==> src/rtl/button_debounce.sv <==
`default_nettype none
// ============================================================================
// Module      : button_debounce
// Description : Two-flop synchronizer followed by a consecutive-sample
//               debouncer for a mechanical push button. Produces the clean
//               pressed level plus one-cycle press / release pulses and an
//               optional long-press pulse.
//               Define BUTTON_DEBOUNCE_LONG_PRESS_EN to build the long-press
//               hold counter; otherwise o_long is tied low.
// Revision    : 1.0 - initial release
// ============================================================================
module button_debounce #(
  parameter int DEBOUNCE_CYCLES = 16,
  parameter int LONG_CYCLES     = 1024,
  parameter bit ACTIVE_LOW      = 1'b1
) (
  input  logic clk,
  input  logic i_reset_n,
  input  logic i_btn,
  output logic o_level,
  output logic o_click,
  output logic o_release,
  output logic o_long
);

  localparam int              CNT_W    = $clog2(DEBOUNCE_CYCLES);
  localparam logic [CNT_W-1:0] CNT_LAST = CNT_W'(DEBOUNCE_CYCLES - 1);
  localparam logic [CNT_W-1:0] CNT_ONE  = CNT_W'(1);

  // Raw pin normalized so that 1 always means "pressed".
  logic w_pressed;
  assign w_pressed = ACTIVE_LOW ? ~i_btn : i_btn;

  logic             sync1_q;
  logic             sync2_q;
  logic [CNT_W-1:0] cnt_q;
  logic [CNT_W-1:0] cnt_d;
  logic             level_q;
  logic             level_d;
  logic             click_q;
  logic             click_d;
  logic             release_q;
  logic             release_d;

  // Debounce decision: count consecutive disagreeing samples, flip on the last one.
  always_comb begin
    cnt_d     = cnt_q;
    level_d   = level_q;
    click_d   = 1'b0;
    release_d = 1'b0;
    if (sync2_q == level_q) begin
      cnt_d = '0;
    end else if (cnt_q == CNT_LAST) begin
      level_d   = ~level_q;
      cnt_d     = '0;
      // Pulses are launched on the same edge as the level flip so they
      // line up with the first cycle of the new level.
      click_d   = ~level_q;
      release_d = level_q;
    end else begin
      cnt_d = cnt_q + CNT_ONE;
    end
  end

  // Synchronizer, debounce counter and registered level/pulse outputs.
  always_ff @(posedge clk) begin
    if (!i_reset_n) begin
      sync1_q   <= 1'b0;
      sync2_q   <= 1'b0;
      cnt_q     <= '0;
      level_q   <= 1'b0;
      click_q   <= 1'b0;
      release_q <= 1'b0;
    end else begin
      sync1_q   <= w_pressed;
      sync2_q   <= sync1_q;
      cnt_q     <= cnt_d;
      level_q   <= level_d;
      click_q   <= click_d;
      release_q <= release_d;
    end
  end

  assign o_level   = level_q;
  assign o_click   = click_q;
  assign o_release = release_q;

`ifdef BUTTON_DEBOUNCE_LONG_PRESS_EN
  localparam int               HCNT_W    = $clog2(LONG_CYCLES + 1);
  localparam logic [HCNT_W-1:0] HCNT_MAX  = HCNT_W'(LONG_CYCLES);
  localparam logic [HCNT_W-1:0] HCNT_FIRE = HCNT_W'(LONG_CYCLES - 1);
  localparam logic [HCNT_W-1:0] HCNT_ONE  = HCNT_W'(1);

  logic [HCNT_W-1:0] hcnt_q;
  logic [HCNT_W-1:0] hcnt_d;
  logic              long_q;
  logic              long_d;

  // Hold counter saturates, so the fire value is crossed only once per press.
  always_comb begin
    hcnt_d = '0;
    long_d = 1'b0;
    if (level_q) begin
      hcnt_d = (hcnt_q == HCNT_MAX) ? hcnt_q : (hcnt_q + HCNT_ONE);
      long_d = (hcnt_q == HCNT_FIRE);
    end
  end

  // Hold counter and registered long-press pulse.
  always_ff @(posedge clk) begin
    if (!i_reset_n) begin
      hcnt_q <= '0;
      long_q <= 1'b0;
    end else begin
      hcnt_q <= hcnt_d;
      long_q <= long_d;
    end
  end

  assign o_long = long_q;
`else
  assign o_long = 1'b0;
`endif

endmodule
`default_nettype wire

==> config.mk <==
export PLATFORM = sky130hd
export DESIGN_NAME = button_debounce
export DESIGN_NICKNAME = d
export VERILOG_FILES = /design/src/rtl/button_debounce.sv
export SDC_FILE = /design/constraint.sdc
export NUM_CORES = 1
export LEC_CHECK = 0
export ABC_AREA = 1
export BUFFER_PORTS_ARGS = -buffer_cell sky130_fd_sc_hd__buf_2
export CAP_MARGIN = 0
export CORE_AREA = 4 4 41 43
export CTS_BUF_LIST = sky130_fd_sc_hd__clkbuf_2 sky130_fd_sc_hd__clkbuf_4 sky130_fd_sc_hd__clkbuf_8
export DETAILED_ROUTE_END_ITERATION = 7
export DIE_AREA = 0 0 45 47
export PLACE_DENSITY = 0.55
export SLEW_MARGIN = 5
export SYNTH_ARGS = -nofsm -noshare
export SYNTH_HDL_FRONTEND = slang
export SYNTH_SLANG_ARGS = --single-unit
==> constraint.sdc <==
create_clock -name clk -period 1.9 [get_ports clk]
set_clock_uncertainty 0.15 [all_clocks]
set_input_delay 0.38 -clock clk [delete_from_list [all_inputs] [get_ports clk]]
set_output_delay 0.38 -clock clk [all_outputs]
set_load 0.02 [all_outputs]
==> results.rst <==
.. list-table::
   :header-rows: 1

   * - Metric
     - Value
   * - Adder and majority gate portion of the synthesized area
     - ~3.6%
   * - Syn Nets
     - 47
   * - H-tree levels
     - 1
   * - Library cell with the highest instance count after synthesis
     - sky130_fd_sc_hd__dfxtp_1
   * - Hold path startpoint
     - i_btn
   * - Worst setup path category
     - flip-flop to output pin
   * - Synth unique cells
     - 13
   * - Number of synthesized flops with an enable pin
     - 0
   * - Type of origin of the critical path
     - flip-flop
   * - Global placer's final weighted congestion
     - ~0.65
   * - Delay of the slowest cell on the worst path
     - 0.39 ns
   * - Width of the chip
     - about 45 um
   * - Kind of end point of the critical path
     - output pin
   * - TritonCTS clock tree
     - built
   * - Grt total ovfl
     - 0
   * - Number of input and output port buffers inserted
     - 5
   * - Crit path time final
     - 1.379 ns
   * - Total of endpoints with negative setup slack in the final report
     - 0
   * - Kind of cell with the highest combined delay on the critical path
     - flip-flops
   * - Largest net degree at the start of global routing
     - 6
   * - Total power per unit cell area
     - approximately 870 nW/um^2
   * - Area added between synthesis and finish
     - 18.86%
   * - Buffers and inverters on the worst path
     - 1
   * - Post-synthesis register bit count
     - 9
   * - Maximum fanout count along the critical path
     - 4
   * - Max Clock Freq
     - around 730 MHz
   * - Sequential fraction of design power
     - between 50 and 60%
   * - Core Footprint
     - 1301 um^2
   * - Later-pin clock latency in the skew report
     - between 0.2 and 0.3 ns
   * - FF-to-FF Start
     - cnt_q[0]
   * - Worst reg-to-reg setup slack
     - between 0.7 and 0.8 ns
   * - First-pass GRT wire length
     - around 1000 um
   * - Clock edge transition at the registers on the reported setup and hold paths
     - approximately 0.06 ns
   * - Switching part of the total power
     - between 20% and 30%
   * - Yosys top cell area share
     - about half
   * - DRC violations left
     - 0
   * - R2R cell count
     - 4
   * - Portion of netlist area occupied by mux cells
     - 0%
   * - Avg Synthesized Cell Area
     - slightly above 8 um^2
   * - Drt pass-1 iters
     - 3
   * - Filler cell count in the final layout
     - between 150 and 200
   * - Total number of vias
     - 266
   * - Cts bufs inserted
     - 3
   * - Cell depth of the worst hold path
     - 2
   * - Total detailed-routing wirelength
     - a little over 500 um
   * - Setup repair after global routing missed its margin
     - false
   * - Number of nets in the finished design
     - 56
   * - Clock power frac
     - between 40% and 50%
   * - Maximum clock path buffer count
     - 2
   * - Area of the die
     - about 2100 um^2
   * - Min-Delay Endpoint
     - sync1_q
   * - Required @ worst endpoint
     - about 1.4 ns
   * - Synthesized instance count
     - 43
   * - Share of flip-flops with an asynchronous set or reset after synthesis
     - 0%
   * - Final number of max-transition violations
     - 0
   * - Arrival time worst endpoint
     - roughly 0.85 ns
   * - Leading area contributor after synthesis
     - sky130_fd_sc_hd__dfxtp_1
   * - Share of layout cells above drive strength 1
     - 25.49%
   * - Most common library cells after synthesis
     - sky130_fd_sc_hd__dfxtp_1 (9), sky130_fd_sc_hd__nor2_1 (8), sky130_fd_sc_hd__inv_1 (7), sky130_fd_sc_hd__nand2_1 (7), sky130_fd_sc_hd__nand4_1 (3)
   * - Share of the synthesized netlist area taken by xor and xnor gates
     - 2.491%
   * - Crit path cell chain
     - buf_2
   * - Worst setup slack after layout
     - about 0.52 ns
   * - Overall power of the completed layout
     - between 300 and 400 uW
   * - Detail-routed via count per cell
     - ~4.0
   * - Total negative slack
     - 0 ns
   * - Antenna violations before repair
     - 0
   * - Row count
     - 13
   * - Clock root buffer master
     - sky130_fd_sc_hd__clkbuf_4
   * - Leakage power
     - between 0.2 and 0.25 nW
   * - Via count of the first global-routing pass
     - around 250
   * - Run status
     - completed
   * - PostCTS Resize Cnt
     - 0
   * - Starting density of the core
     - ~27%
   * - Violation count after the first detailed-route iteration
     - 4
   * - Synthesized-area fraction occupied by and/or/nand/nor cells
     - around 28%
   * - I/O pin total
     - 7
   * - Worst supply voltage drop on vdd
     - between 0.0003 and 0.0004 V
   * - Top area cells in the synthesized netlist
     - sky130_fd_sc_hd__dfxtp_1 (51%), sky130_fd_sc_hd__nor2_1 (8.5%), sky130_fd_sc_hd__inv_1 (7.5%), sky130_fd_sc_hd__nand2_1 (7.5%), sky130_fd_sc_hd__nand3_2 (5.7%)
   * - Number of clock sinks
     - 9
   * - Hold Violations, Final
     - 0
   * - Max-cap violations
     - 0
   * - Hold_buf cts
     - 0
   * - Routed wire per std cell
     - roughly 8 um
   * - RR Endpoint
     - cnt_q[0]
   * - Global router's overall resource usage
     - between 7 and 8%
   * - Synth Cell Area
     - ~350 um^2
   * - Antenna cell count
     - 0
   * - DPL Wire Length
     - roughly 380 um
   * - Total number of yosys warnings
     - 0
   * - Sequential-to-total area share from yosys stat
     - slightly above 50%
   * - Slowest stage cell, crit path
     - sky130_fd_sc_hd__dfxtp_1
   * - Leading register cell type out of synthesis
     - sky130_fd_sc_hd__dfxtp_1
   * - Antenna violation net count after detailed routing
     - 0
   * - Internal power
     - between 200 and 300 uW
   * - Combinational family with the most area after synthesis
     - simple AND/OR/NAND/NOR gates
   * - Compound-gate portion of the synthesized area
     - 2.491%
   * - Period utilization
     - around 73%
   * - Post-CTS setup buffer count
     - 0
   * - DP Worst Slack
     - 0.7534 ns
   * - Die span in y
     - 47 um
   * - Relative contribution of combinational cells to total power
     - under 10%
   * - Type of the tightest min-delay check
     - primary input to flip-flop
   * - P_sw
     - 73.53 uW
[registers in the layout (all words and copies together) (netlist names)]
name and flops:
cnt_q 4, o_click 1, sync2_q 1, sync1_q 1
o_level 1, o_release 1
[power by group through the flow]
stage / Clock (mW) / Combinational, mW / Sequential [mW]
floorplan: 0 / 0.00837 / 0.197
CTS: 0.170 / 0.0109 / 0.193
global route: 0.177 / 0.0132 / 0.193
global placement: 0 / 0.0107 / 0.197
detailed placement: 0 / 0.0108 / 0.197
finish: 0.160 / 0.0107 / 0.193
[how the worst max path moves through the flow]
stage | startpoint | end | slack, ns | cells after the start
2_1_floorplan | cnt_q[0] | cnt_q[2] | 0.84 | 4
3_3_place_gp | cnt_q[0] | cnt_q[0] | 0.75 | 4
3_5_place_dp | cnt_q[0] | cnt_q[0] | 0.75 | 4
4_1_cts | o_level | o_level | 0.51 | 1
5_1_grt | o_level | o_level | 0.47 | 1
6_report | o_level | o_level | 0.52 | 1
[kinds of logic after synthesis]
kind of cell             after synthesis
AO/OA/AOI/OAI                          1
adder cells (fa/ha/maj)                1
flip-flops                             9
other                                  1
AND/OR/NAND/NOR                       21
buffers and inverters                  9
XOR/XNOR                               1
[metrics by stage]
step | cell area [um^2] | instances | util, % | hold slack [ns]
final | 417.9 | 66 | 32.12 | 0.1180
after global routing | 417.9 | 66 | 32.12 | 0.1256
after CTS | 417.9 | 66 | 32.12 | 0.1017
after detailed placement | 387.9 | 62 | 29.81 | 0.2507
after global placement | 387.9 | 62 | 29.81 | 0.2462
after floorplan | 351.6 | 43 | - | 0.2400
[cells in the final DEF (no fill, tap or decap)]
cell type | Yosys | routed
sky130_fd_sc_hd__a21oi_2 | 1 | 1
sky130_fd_sc_hd__buf_2 | 0 | 5
sky130_fd_sc_hd__clkbuf_4 | 0 | 4
sky130_fd_sc_hd__conb_1 | 1 | 1
sky130_fd_sc_hd__dfxtp_1 | 9 | 9
sky130_fd_sc_hd__ha_1 | 1 | 1
sky130_fd_sc_hd__inv_1 | 7 | 7
sky130_fd_sc_hd__inv_2 | 1 | 1
sky130_fd_sc_hd__nand2_1 | 7 | 7
sky130_fd_sc_hd__nand3_1 | 1 | 1
sky130_fd_sc_hd__nand3_2 | 2 | 2
sky130_fd_sc_hd__nand4_1 | 3 | 3
sky130_fd_sc_hd__nor2_1 | 8 | 8
sky130_fd_sc_hd__xnor2_1 | 1 | 1
[per-layer routing]
| metal | up-vias | part of all wire, % | track usage [%] |
|---|---|---|---|
| li1 | 144 | - | - |
| met3 | 5 | 14 | 6.897 |
| met5 | - | 0 | 0 |
| met1 | 107 | 51 | 7.621 |
| met2 | 10 | 30 | 8.757 |
| met4 | 0 | 4.5 | 7.018 |
[final cells by class]
class,instances,area (um^2),area share [%]
Sequential cell,9,180.2,43.11
Multi-Input combinational cell,25,133.9,32.04
Clock buffer,4,30.03,7.186
Inverter,8,30.03,7.186
Timing Repair Buffer,5,25.02,5.988
Tap cell,15,18.77,4.491
No activity file was read; power rests on OpenSTA's default activity.
